`src/rtl/tcm_lsu_port_if.sv`:
```
// tcm_lsu_port_if: core request/response channel plus TCM port-0 bus for tcm_lsu_port
interface tcm_lsu_port_if #(parameter int ADDR_WIDTH = 16);
  logic                  req_valid_i;
  logic                  req_ready_o;
  logic [31:0]           req_addr_i;
  logic                  req_we_i;
  logic [1:0]            req_size_i;
  logic                  req_signed_i;
  logic [31:0]           req_wdata_i;
  logic                  resp_valid_o;
  logic                  resp_ready_i;
  logic [31:0]           resp_rdata_o;
  logic                  resp_err_o;
  logic [ADDR_WIDTH-1:0] mem_addr_o;
  logic [31:0]           mem_data_o;
  logic [3:0]            mem_wr_o;
  logic [31:0]           mem_data_i;
  modport slave (
    input  req_valid_i, req_addr_i, req_we_i, req_size_i, req_signed_i, req_wdata_i,
    input  resp_ready_i, mem_data_i,
    output req_ready_o, resp_valid_o, resp_rdata_o, resp_err_o, mem_addr_o, mem_data_o, mem_wr_o
  );
  modport master (
    output req_valid_i, req_addr_i, req_we_i, req_size_i, req_signed_i, req_wdata_i,
    output resp_ready_i, mem_data_i,
    input  req_ready_o, resp_valid_o, resp_rdata_o, resp_err_o, mem_addr_o, mem_data_o, mem_wr_o
  );
endinterface

```
`src/rtl/tcm_lsu_port.sv`:
```
// tcm_lsu_port: load/store adapter onto TCM port 0; define TCM_LSU_MISALIGN_CHK_EN to fault misaligned half/word accesses
module tcm_lsu_port #(parameter int ADDR_WIDTH = 16) (
  input logic            clk_i,
  input logic            rst_i,
  tcm_lsu_port_if.slave  bus
);
  typedef struct packed {
    logic       v;
    logic [1:0] off;
    logic [1:0] size;
    logic       sgn;
    logic       we;
    logic       err;
  } pend_t;
  pend_t       pend_q;
  logic        out_v_q, out_e_q, skid_v_q, skid_e_q;
  logic [31:0] out_d_q, skid_d_q;
  logic [1:0]  off, size;
  logic        err, acc, drain;
  logic [3:0]  strb;
  logic [31:0] sh, res;
  logic        unused_addr;
  assign size = bus.req_size_i;
  assign unused_addr = ^bus.req_addr_i[31:ADDR_WIDTH];
`ifdef TCM_LSU_MISALIGN_CHK_EN
  logic mis;
  assign mis = (size == 2'b01 & bus.req_addr_i[0]) | (size == 2'b10 & |bus.req_addr_i[1:0]);
  assign off = bus.req_addr_i[1:0];
  assign err = &size | mis;
`else
  assign off = size == 2'b10 ? 2'b00 : size == 2'b01 ? {bus.req_addr_i[1], 1'b0} : bus.req_addr_i[1:0];
  assign err = &size;
`endif
  assign strb  = size == 2'b00 ? 4'b0001 << off : size == 2'b01 ? 4'b0011 << off : 4'b1111;
  assign drain = out_v_q & bus.resp_ready_i;
  assign acc   = bus.req_valid_i & bus.req_ready_o;
  assign bus.req_ready_o  = ~skid_v_q & ~(pend_q.v & out_v_q & ~bus.resp_ready_i);
  assign bus.mem_addr_o   = {2'b00, bus.req_addr_i[ADDR_WIDTH-1:2]};
  assign bus.mem_data_o   = size == 2'b00 ? {4{bus.req_wdata_i[7:0]}} :
                            size == 2'b01 ? {2{bus.req_wdata_i[15:0]}} : bus.req_wdata_i;
  assign bus.mem_wr_o     = (acc & bus.req_we_i & ~err & rst_i) ? strb : 4'b0000;
  assign bus.resp_valid_o = out_v_q;
  assign bus.resp_rdata_o = out_d_q;
  assign bus.resp_err_o   = out_e_q;
  // Align the registered RAM word for the pending load and extend it; stores and faults return 0
  always_comb begin
    sh  = bus.mem_data_i >> {pend_q.off, 3'b000};
    res = (pend_q.we | pend_q.err) ? 32'h0 :
          pend_q.size == 2'b00 ? {{24{pend_q.sgn & sh[7]}}, sh[7:0]} :
          pend_q.size == 2'b01 ? {{16{pend_q.sgn & sh[15]}}, sh[15:0]} : sh;
  end
  // Remember what was accepted this cycle so its RAM data can be aligned next cycle
  always_ff @(posedge clk_i or negedge rst_i) begin
    if (!rst_i) pend_q <= '0;
    else pend_q <= '{v: acc, off: off, size: size, sgn: bus.req_signed_i, we: bus.req_we_i, err: err};
  end
  // Output register plus skid: results enter in order, skid always drains into the output first
  always_ff @(posedge clk_i or negedge rst_i) begin
    if (!rst_i) begin
      out_v_q  <= 1'b0;
      out_d_q  <= '0;
      out_e_q  <= 1'b0;
      skid_v_q <= 1'b0;
      skid_d_q <= '0;
      skid_e_q <= 1'b0;
    end else if (pend_q.v) begin
      if (!out_v_q | drain) begin
        out_v_q  <= 1'b1;
        out_d_q  <= skid_v_q ? skid_d_q : res;
        out_e_q  <= skid_v_q ? skid_e_q : pend_q.err;
        skid_d_q <= res;
        skid_e_q <= pend_q.err;
      end else begin
        skid_v_q <= 1'b1;
        skid_d_q <= res;
        skid_e_q <= pend_q.err;
      end
    end else if (drain) begin
      out_v_q  <= skid_v_q;
      out_d_q  <= skid_d_q;
      out_e_q  <= skid_e_q;
      skid_v_q <= 1'b0;
    end
  end
endmodule

```
`src/flat_wrapper.sv`:
```
// flat-port wrapper written by rule: the top's interface ports become plain ports
module tcm_lsu_port_flat 
#(parameter int ADDR_WIDTH = 16)
  (clk_i, rst_i, bus_req_valid_i, bus_req_addr_i, bus_req_we_i, bus_req_size_i, bus_req_signed_i, bus_req_wdata_i, bus_resp_ready_i, bus_mem_data_i, bus_req_ready_o, bus_resp_valid_o, bus_resp_rdata_o, bus_resp_err_o, bus_mem_addr_o, bus_mem_data_o, bus_mem_wr_o);
  tcm_lsu_port_if #(.ADDR_WIDTH(ADDR_WIDTH)) bus_i ();
  input logic clk_i;
  input logic rst_i;
  input wire logic [$bits(bus_i.req_valid_i)-1:0] bus_req_valid_i;
  input wire logic [$bits(bus_i.req_addr_i)-1:0] bus_req_addr_i;
  input wire logic [$bits(bus_i.req_we_i)-1:0] bus_req_we_i;
  input wire logic [$bits(bus_i.req_size_i)-1:0] bus_req_size_i;
  input wire logic [$bits(bus_i.req_signed_i)-1:0] bus_req_signed_i;
  input wire logic [$bits(bus_i.req_wdata_i)-1:0] bus_req_wdata_i;
  input wire logic [$bits(bus_i.resp_ready_i)-1:0] bus_resp_ready_i;
  input wire logic [$bits(bus_i.mem_data_i)-1:0] bus_mem_data_i;
  output wire logic [$bits(bus_i.req_ready_o)-1:0] bus_req_ready_o;
  output wire logic [$bits(bus_i.resp_valid_o)-1:0] bus_resp_valid_o;
  output wire logic [$bits(bus_i.resp_rdata_o)-1:0] bus_resp_rdata_o;
  output wire logic [$bits(bus_i.resp_err_o)-1:0] bus_resp_err_o;
  output wire logic [$bits(bus_i.mem_addr_o)-1:0] bus_mem_addr_o;
  output wire logic [$bits(bus_i.mem_data_o)-1:0] bus_mem_data_o;
  output wire logic [$bits(bus_i.mem_wr_o)-1:0] bus_mem_wr_o;
  assign bus_i.req_valid_i = bus_req_valid_i;
  assign bus_i.req_addr_i = bus_req_addr_i;
  assign bus_i.req_we_i = bus_req_we_i;
  assign bus_i.req_size_i = bus_req_size_i;
  assign bus_i.req_signed_i = bus_req_signed_i;
  assign bus_i.req_wdata_i = bus_req_wdata_i;
  assign bus_i.resp_ready_i = bus_resp_ready_i;
  assign bus_i.mem_data_i = bus_mem_data_i;
  assign bus_req_ready_o = bus_i.req_ready_o;
  assign bus_resp_valid_o = bus_i.resp_valid_o;
  assign bus_resp_rdata_o = bus_i.resp_rdata_o;
  assign bus_resp_err_o = bus_i.resp_err_o;
  assign bus_mem_addr_o = bus_i.mem_addr_o;
  assign bus_mem_data_o = bus_i.mem_data_o;
  assign bus_mem_wr_o = bus_i.mem_wr_o;
  tcm_lsu_port #(.ADDR_WIDTH(ADDR_WIDTH)) u_core (.clk_i(clk_i), .rst_i(rst_i), .bus(bus_i));
endmodule
```
`config.mk`:
```
export PLATFORM = sky130hd
export DESIGN_NAME = tcm_lsu_port_flat
export DESIGN_NICKNAME = d
export VERILOG_FILES = /design/src/rtl/tcm_lsu_port_if.sv /design/src/rtl/tcm_lsu_port.sv /design/src/flat_wrapper.sv
export SDC_FILE = /design/constraint.sdc
export NUM_CORES = 1
export LEC_CHECK = 0
export ABC_AREA = 1
export CAP_MARGIN = 20
export CORE_MARGIN = 10
export CORE_UTILIZATION = 41
export CTS_BUF_LIST = sky130_fd_sc_hd__clkbuf_4 sky130_fd_sc_hd__clkbuf_8
export DETAILED_ROUTE_END_ITERATION = 10
export GPL_TIMING_DRIVEN = 0
export PLACE_DENSITY = 0.82
export SYNTH_ARGS = -nofsm -noshare
export SYNTH_HDL_FRONTEND = slang
export SYNTH_SLANG_ARGS = --single-unit
export TNS_END_PERCENT = 100
```
`constraint.sdc`:
```
create_clock -name clk_i -period 1.8 [get_ports clk_i]
set_clock_uncertainty 0.2 [all_clocks]
set_input_delay 0.36 -clock clk_i [delete_from_list [all_inputs] [get_ports clk_i]]
set_output_delay 0.36 -clock clk_i [all_outputs]
set_load 0.01 [all_outputs]
```
=== After elaboration in Yosys (flattened, before gate mapping) ===
Cells that the tools add are included.

* Equal/unequal tests: 5
* Shift-type cells: 3
* Mux-type cells: 24
* Bitwise logic cells: 16
* Reduce and logical (&&, ||, !) cells: 7

{| class="wikitable"
|+ Operators with widths
! cell !! count
|-
| $mux W32 || 9
|-
| $shr A32 B5 Y32 || 1
|-
| $mux W4 || 3
|-
| $mux W1 || 11
|-
| $and A1 B1 Y1 || 10
|-
| $reduce_and A2 Y1 || 3
|-
| $eq A2 B1 Y1 const B || 2
|-
| $logic_not A2 Y1 || 2
|-
| $ne A2 B2 Y1 const B || 2
|-
| $not A1 Y1 || 4
|-
| $shl A1 B2 Y4 const A || 1
|-
| $shl A2 B2 Y4 const A || 1
|-
| $eq A2 B2 Y1 const B || 1
|-
| $mux W2 || 1
|-
| $or A1 B1 Y1 || 2
|-
| $reduce_bool A2 Y1 || 1
|-
| $logic_not A1 Y1 || 1
|}

* Bits in registers: 76
* Output and inout bits: 87

=== Depth between registers and ports, before layout ===
Gate-level depths: netlist of run 1.

* Depth after elaboration: 9
* Depth in mapped cells: 11

=== Least setup slack after synthesis of run 1 ===
Ideal clock, no wire load.

* Path kind: input -> output
* Start: in bus_req_size_i[1]
* End: out bus_mem_wr_o[2]
* Arrival time: 1.585 ns
* Data required time: 1.240 ns
* Setup slack: -0.345 ns
* Cell stages on the path: 7
* Cells stage by stage: buf_2 > clkinv_1 > nor2_1 > nor2_1 > inv_1 > ha_1 > a211oi_1

{| class="wikitable"
|+ RTL lines
! element !! RTL line !! source
|-
| from (decl) || flat_wrapper.sv:11 || <nowiki>input wire logic [$bits(bus_i.req_size_i)-1:0] bus_req_size_i;</nowiki>
|-
| $eq A2 B2 Y1 * || tcm_lsu_port.sv:31 || <nowiki>assign off = size == 2'b10 ? 2'b00 : size == 2'b01 ? {bus.req_addr_i[1], 1'b0} : bus.req_addr_i[1:0];</nowiki>
|-
| $mux W2 * || tcm_lsu_port.sv:31 ||
|-
| via u_core.off[1] || tcm_lsu_port.sv:18 || <nowiki>logic [1:0] off, size;</nowiki>
|-
| $shl A2 B2 Y4 || tcm_lsu_port.sv:34 || <nowiki>assign strb = size == 2'b00 ? 4'b0001 << off : size == 2'b01 ? 4'b0011 << off : 4'b1111;</nowiki>
|-
| $mux W4 || tcm_lsu_port.sv:34 ||
|-
| $mux W4 * || tcm_lsu_port.sv:34 ||
|-
| $mux W4 * || tcm_lsu_port.sv:41 || <nowiki>assign bus.mem_wr_o = (acc & bus.req_we_i & ~err & rst_i) ? strb : 4'b0000;</nowiki>
|-
| to (decl) || flat_wrapper.sv:22 || <nowiki>output wire logic [$bits(bus_i.mem_wr_o)-1:0] bus_mem_wr_o;</nowiki>
|}

Mark *: on every way through the listed nets, which the timed path passes. The rest lies on a longest branch.

=== Worst setup path after layout of run 1 ===
* Start: reg u_core.pend_q[7] (netlist bit)
* End: out bus_mem_wr_o[2]

* Longest elaborated chain between the ends: 9

{| class="wikitable"
|+ Ends and longest elaborated chain
! element !! RTL line !! source
|-
| from (decl) || tcm_lsu_port.sv:15 || <nowiki>pend_t pend_q;</nowiki>
|-
| from (signal assigned) || tcm_lsu_port.sv:55 || <nowiki>else pend_q <= '{v: acc, off: off, size: size, sgn: bus.req_signed_i, we: bus.req_we_i, err: err};</nowiki>
|-
| $and A1 B1 Y1 (2 in a row) || tcm_lsu_port.sv:37 || <nowiki>assign bus.req_ready_o = ~skid_v_q & ~(pend_q.v & out_v_q & ~bus.resp_ready_i);</nowiki>
|-
| $not A1 Y1 || tcm_lsu_port.sv:37 ||
|-
| $and A1 B1 Y1 || tcm_lsu_port.sv:37 ||
|-
| $and A1 B1 Y1 || tcm_lsu_port.sv:36 || <nowiki>assign acc = bus.req_valid_i & bus.req_ready_o;</nowiki>
|-
| via u_core.acc || tcm_lsu_port.sv:19 || <nowiki>logic err, acc, drain;</nowiki>
|-
| $and A1 B1 Y1 (3 in a row) || tcm_lsu_port.sv:41 ||
|-
| $mux W4 || tcm_lsu_port.sv:41 ||
|}

The timed path passes the listed nets, and every way through them passes these cells.

==> qor.yml, run 1 <==
run_status:
  run_status: "finished, violations left"
  failing_checks: "negative hold slack, negative setup slack"
synth:
  synth_edf_count: 0
  synth_area_leader_cell: "sky130_fd_sc_hd__dfrtp_1"
  synth_seq_area_share_pct: 40.6
  postSynthCellCount: 674
  asyncSetResetFlopFracSynth_pct: 100
  ys_top_cells_by_count: "sky130_fd_sc_hd__nand2_1, sky130_fd_sc_hd__dfrtp_1, sky130_fd_sc_hd__nor2_1"
  total_of_flip_flops_plus_latches_after_synthesis: 76
  synth_top_flop_cell: "sky130_fd_sc_hd__dfrtp_1"
  synth_most_common_cell: "sky130_fd_sc_hd__nand2_1"
  netlist.area_leader.share_pct: 40.6
  netlist-cell-type-count: 33
  yosys_warnings: 0
  synth.avg_cell_area_sq_um: 6.94
  synth.cell_area_sq_mm: 0.00468
  synth_top_cells_by_area: "sky130_fd_sc_hd__dfrtp_1, sky130_fd_sc_hd__nand2_1, sky130_fd_sc_hd__nor2_1"
pwr:
  comb_power_share_pct: 51.9
  power_frac_seq_pct: 31.2
  total_power_mw: 8.41
  power.leakage_nw: 3.86
  intPower_mw: 4.96
  ir_worst_vdd_mv: 0.797
  switching_share_pct: 41.1
  power.density_mw_per_mm2: 1090
  p_switching_mw: 3.45
  clock_power_share_pct: 16.9
route:
  dr.pass1.iters: 5
  wire_per_inst_um: 19.8
  ant_nets: 0
  drcViolationCount: 0
  routed-via-count: 5712
  drt_initial_violations: 665
  avgViaCountPerCell: 5.52
  wl_um: 20500
timing:
  timing.final.hold_violations: 36
  slew_headroom_pct: 62.5
  holdWs_ps: -251
  setup_ws_ps: -395
  period_needed_ps: 2200
  max_freq_mhz: 456
  fin_crit_share_pct: 122
  worst_pin_slew_ps: 563
  grt_setup_unrepaired: "yes"
  final-setup-viol-count: 29
  timing.final.max_slew_violations: 0
floorplanning:
  placeableCoreArea_sq_mm: 0.0110
  start_util_pct: 42.4
  die_y_um: 127
  die_w_um: 127
  num_io_pins: 191
  row_count: 38
  die_area_sq_mm: 0.0161
grt:
  gr-usage-met1_pct: 23.4
  grt_util_met2_pct: 34.8
  first_global_vias: 5328
  groute.usage.overall_pct: 20.7
  globalRouteMet3Util_pct: 8.83
  grt_most_used_layer: "met2"
  antenna_found_initial: 1
  grt_overflow: 0
  pin_count_of_the_biggest_net_entering_global_routing: 41
  grt_first_pass_wirelength_um: 27200
worst_setup_path:
  kind_of_critical_path: "reg -> out"
  arrival_time_at_the_worst_endpoint_ps: 1640
  cell_chain_critical_path: "nand3b_1, nand2_2, nor2_4, nand4_1, buf_4, a211oi_4, buf_6"
  endpoint_kind: "output pin"
  cp_slowest_cell: "sky130_fd_sc_hd__dfrtp_2"
  worst-endpoint-required_ps: 1240
  largest_fanout_of_any_net_on_the_critical_path: 2
  slowest_delay_ps: 410
  critPathLaunchType: "flip-flop"
clock_network:
  max-clock-path-buffers: 2
  cts-buffers-inserted: 9
  clock_transition_at_path_regs_ps: 90
  h-tree-depth: 3
  cts-root-buf: "sky130_fd_sc_hd__clkbuf_8"
  tritoncts_clock_tree: "built"
  clock_insertion_delay_worst_skew_ps: 370
  numClockSinks: 76
placement:
  placed_area_sq_mm: 0.00656
  dp_hpwl_um: 13400
  placed_cells_incl_taps: 974
  buffer_ports.inserted: 158
  gp_congestion: 1.01
finish:
  num-nets-final: 998
  drive_above_1_share_pct: 30.5
  synthToLayoutAreaGrowth_pct: 65.0
  final_cell_area_sq_mm: 0.00772
  fill_cells: 829
  layout.cells.non_filler: 1034
min_path:
  timing.hold.worst.class: "in -> async"
flow_run:
  cap_viol_max_count: 0
[cell families after synthesis]
kind of cell,after synthesis,synth area share (%)
other,1,0.0801
flip-flops,76,40.6
AND/OR/NAND/NOR,385,33.0
adder cells (fa/ha/maj),4,1.07
AO/OA/AOI/OAI,118,14.6
buffers and inverters,90,10.7
[critical path, delay by kind of cell (launching register included)]
kind / cells / cell delay, ps
flops: 1 / 410
simple gates: 4 / 390
buf+inv: 2 / 320
compound gates: 1 / 160
[registers in the layout, summed over array words and instances (netlist names)]
register	flops
u_core.skid_d_q	32
u_core.bus.resp_err_o	1
u_core.skid_e_q	1
u_core.pend_q	8
u_core.bus.resp_valid_o	1
u_core.skid_v_q	1
u_core.bus.resp_rdata_o	32
[power groups by stage]
stage	sequential [mW]	clock, mW	combinational [mW]
global placement	2.62	0	3.49
global route	2.69	1.49	4.72
CTS	2.58	1.43	3.40
detailed placement	2.65	0	3.55
finish	2.62	1.42	4.37
floorplan	2.75	0	1.79
[path summary, 6_finish.rpt]
path | from | endpoint | slack (ps) | cells past startpoint
worst max-delay path | u_core.pend_q[7] | bus_mem_wr_o[2] | -400 | 7
worst min-delay path | rst_i | u_core.skid_d_q[0] | -250 | 1
worst max register to register | u_core.pend_q[5] | u_core.skid_d_q[20] | -100 | 10
worst min register to register | u_core.bus.resp_rdata_o[10] | u_core.bus.resp_rdata_o[10] | 270 | 2
max in group asynchronous | rst_i | u_core.skid_d_q[20] | 1060 | 2
min in group clk_i | bus_req_size_i[0] | u_core.pend_q[0] | 90 | 3
[per-layer routing]
metal / up-vias / part of all wire, %
met1: 2667 / 35
met2: 413 / 48
met3: 79 / 12
met4: 0 / 4.1
li1: 2553 / -
met5: - / 0
[through the flow]
| stage | TNS [ps] | setup slack (ps) | utilization (%) | hold WS [ps] |
|---|---|---|---|---|
| CTS | -1590 | -457 | 61.0 | -238 |
| floorplan | -26.9 | -26.9 | - | -136 |
| detailed placement | -52960 | -1510 | 59.5 | 157 |
| global placement | -252640 | -3880 | 59.3 | 248 |
| global route | -5390 | -530 | 70.0 | -214 |
| finish | -2130 | -395 | 70.0 | -251 |
[cell type report]
cell class	count	area (sq um)	share of cell area, %
diodes	1	2.50	0.0324
plain buffers	62	552	7.14
clock buffers	9	124	1.60
clock inverters	5	78.8	1.02
inverters	28	163	2.11
multi-input cells	509	2830	36.7
flip-flops and latches	76	1900	24.6
well taps	140	175	2.27
repair buffers	202	1870	24.2
repair inverters	2	23.8	0.308
[placed cells by master, fill, tap and decap left out, types with 17 or more instances in the layout]
cell type / count
sky130_fd_sc_hd__buf_2: 22
sky130_fd_sc_hd__buf_4: 55
sky130_fd_sc_hd__clkbuf_2: 19
sky130_fd_sc_hd__clkdlybuf4s50_1: 72
sky130_fd_sc_hd__dfrtp_1: 75
sky130_fd_sc_hd__dlygate4sd2_1: 42
sky130_fd_sc_hd__inv_1: 17
sky130_fd_sc_hd__nand2_1: 239
sky130_fd_sc_hd__nand2_2: 31
sky130_fd_sc_hd__nand2_4: 18
sky130_fd_sc_hd__nand3_1: 18
sky130_fd_sc_hd__nor2_1: 55
sky130_fd_sc_hd__o21ai_0: 20
sky130_fd_sc_hd__o21ai_1: 21
[repair_timing]
action / 4_1_cts / 5_1_grt
buffers inserted: 7 / 28
resized for setup: 196 / 224
setup endpoints to repair: 100 / 85
pin swaps: 5 / 44
hold endpoints to repair: 37 / 37
cloned: 0 / 8
hold buffers: 1 / 1
Note: power is estimated with default switching activity, not from simulation.
==> run 2: changes to the inputs <==
CORE_ASPECT_RATIO = 0.6   (was not set)
==> run 2 against run 1 <==
The run still ends with negative hold slack, negative setup slack left. Core utilization fell by 0.93 points. Clock power fell by 4%. First-iteration DRC count fell by 28%. Sequential power barely moved. Via count fell by 2.6%. Setup slack got worse by 150 ps. Cell area rose by 0.39%. Routed wire length fell by 5.0%. Flip-flop and latch count did not move. Sequential share of layout area fell by 0.079 points. Maximum frequency fell by 6.3%. Total power fell by 4.6%. Largest cell class unchanged.
==> qor.yml, run 2 (synthesis results as in run 1) <==
run_status:
  run_status: "finished, violations left"
  failing_checks: "negative hold slack, negative setup slack"
finish:
  final_core_util_pct: 69.1  # -0.93 points
  final_cell_area_sq_mm: 0.00775  # +0.39%
  num-nets-final: 997  # -0.10%
  drive_above_1_share_pct: 30.9  # +0.45 points
  synthToLayoutAreaGrowth_pct: 65.7
  fill_cells: 853  # +2.9%
  mostFrequentLayoutCells: "sky130_fd_sc_hd__nand2_1, sky130_fd_sc_hd__dfrtp_1, sky130_fd_sc_hd__clkdlybuf4s50_1"
  mostFrequentLayoutCell: "sky130_fd_sc_hd__nand2_1"
  diodes: 0  # -1
  final-seq-area_sq_mm: 0.00190  # about the same
  multi_input_area_sq_mm: 0.00287  # +1.4%
placement:
  gp_congestion: 0.958  # -5.0%
  buffer_ports.inserted: 158  # unchanged
  dp_hpwl_um: 13300  # -1.1%
  preCtsSetupSlack_ps: -1500  # +11.2 ps
  placed_area_sq_mm: 0.00657  # +0.19%
floorplanning:
  placeableCoreArea_sq_mm: 0.0112  # +1.7%
  die_area_sq_mm: 0.0162  # +0.88%
  row_count: 30  # -21%
  start_util_pct: 41.7  # -0.73 points
  num_io_pins: 191  # unchanged
  die_w_um: 158  # +25%
  die_y_um: 103  # -19%
pwr:
  switching_share_pct: 40.8  # -0.30 points
  ir_worst_vdd_mv: 0.444  # -44%
  power.leakage_nw: 3.87  # +0.29%
  intPower_mw: 4.75  # -4.2%
  p_switching_mw: 3.27  # -5.4%
  total_power_mw: 8.02  # -4.6%
  power.density_mw_per_mm2: 1030  # -5.0%
  power_frac_seq_pct: 32.3  # +1.1 points
  comb_power_share_pct: 50.6  # -1.3 points
  clock_power_share_pct: 17.1  # +0.2 points
worst_setup_path:
  critPathLaunchType: "flip-flop"
  endpoint_kind: "output pin"
  reg2reg_slack_ps: -30  # +70 ps
  arrival_time_at_the_worst_endpoint_ps: 1780  # +140 ps
  r2r_cells: 9  # -1
  kind_of_critical_path: "reg -> out"
  largest_fanout_of_any_net_on_the_critical_path: 4  # +2
  critical_path.reg2reg.endpoint: "u_core.bus.resp_rdata_o[16]"
  worst-endpoint-required_ps: 1240  # about the same
  r2r-start: "u_core.pend_q[7]"
timing:
  grt_setup_unrepaired: "yes"
  final-setup-viol-count: 9  # -69%
  max_freq_mhz: 427  # -6.3%
  setup_ws_ps: -543  # -147 ps
  period_needed_ps: 2340  # +147 ps
  slew_headroom_pct: 64.3  # +1.9 points
  worst_pin_slew_ps: 535  # -28.1 ps
  fin_crit_share_pct: 130  # +8.2 points
  holdWs_ps: -368  # -117 ps
  timing.final.max_slew_violations: 0  # unchanged
  timing.final.hold_violations: 76  # +110%
clock_network:
  clock_insertion_delay_worst_skew_ps: 370  # about the same
  tritoncts_clock_tree: "built"
  cts-buffers-inserted: 9  # unchanged
  cts_hold_repair.buffers: 2  # +1
  max-clock-path-buffers: 2  # unchanged
  cts-root-buf: "sky130_fd_sc_hd__clkbuf_8"
  numClockSinks: 76  # unchanged
  clock_transition_at_path_regs_ps: 80  # about the same
  h-tree-depth: 3  # unchanged
route:
  drcViolationCount: 0  # unchanged
  wl_um: 19500  # -5.0%
  dr.pass1.iters: 7  # +2
  avgViaCountPerCell: 5.37  # -2.9%
  routed-via-count: 5565  # -2.6%
  wire_per_inst_um: 18.8  # -5.3%
  drt_initial_violations: 481  # -28%
  ant_nets: 0  # unchanged
grt:
  groute.usage.overall_pct: 21.5  # +0.75 points
  pin_count_of_the_biggest_net_entering_global_routing: 66  # +61%
  grt_first_pass_wirelength_um: 27300  # +0.46%
  grt_overflow: 0  # unchanged
  antenna_found_initial: 0  # -1
  first_global_vias: 5187  # -2.6%
flow_run:
  cap_viol_max_count: 0  # unchanged
min_path:
  timing.hold.worst.class: "in -> async"
-- run 2: cell types whose count changed in the layout (fill, tap and decap cells not counted), sizes merged --
cell	delta
dlymetal6s2s	-2
diode	-1
dlygate4sd2	+4
bufinv	-1
buf	+7
clkbuf	-9
clkinv	-3
clkdlybuf4s15	+3
clkdlybuf4s50	+1
-- run 2: power groups by stage --
stage          logic, mW  clock network (mW)  registers [mW]
6_report            4.05                1.37            2.59
5_1_grt             4.43                1.45            2.66
4_1_cts             3.53                1.39            2.59
3_5_place_dp        3.55                   0            2.64
3_3_place_gp        3.48                   0            2.63
2_1_floorplan       1.79                   0            2.75
-- run 2: through the flow --
step                      TNS (ps)  std cells
after floorplan              -26.9        675
after global placement     -247500        977
after detailed placement    -54350        978
after CTS                    -2310       1018
after global routing         -4210       1037
final                        -1970       1037
-- run 2: cell type report --
class	count	share of cell area, %
clock buffers	12	2.05
multi-input cells	509	37.0
flip-flops and latches	76	24.6
repair buffers	206	24.7
plain buffers	59	6.65
inverters	28	2.10
clock inverters	3	0.597
well taps	144	2.32
-- run 2: metal layers --
layer	routed length (um)	GRT usage [%]
met1	7140	26.7
met2	9080	33.7
met3	2690	9.08
met4	546	5.60
met5	0	0
-- run 2: timing repair --
| action | 4_1_cts | 5_1_grt |
|---|---|---|
| setup endpoints to repair | 109 | 84 |
| gates resized for setup | 247 | 177 |
| endpoints found under the hold margin | 78 | 76 |
| gates cloned | 3 | 3 |
| buffers inserted | 20 | 23 |
| pin swaps | 12 | 34 |
-- run 2: how the worst max path moves through the flow --
| stage | start | to |
|---|---|---|
| floorplan | bus_req_size_i[0] | bus_mem_wr_o[2] |
| global placement | rst_i | bus_mem_wr_o[2] |
| detailed placement | bus_req_size_i[0] | bus_mem_wr_o[2] |
| CTS | u_core.pend_q[7] | bus_mem_wr_o[2] |
| global route | u_core.pend_q[7] | bus_mem_wr_o[2] |
| finish | u_core.pend_q[7] | bus_mem_wr_o[2] |
-- run 2: worst max-delay path, cell delays in order, from the launching register on --
cell,delay [ps]
sky130_fd_sc_hd__dfrtp_2,420
sky130_fd_sc_hd__nand3b_1,110
sky130_fd_sc_hd__nand2_2,80
sky130_fd_sc_hd__nor2_4,150
sky130_fd_sc_hd__nand4_1,130
sky130_fd_sc_hd__buf_6,160
sky130_fd_sc_hd__a211oi_4,180
sky130_fd_sc_hd__buf_2,180
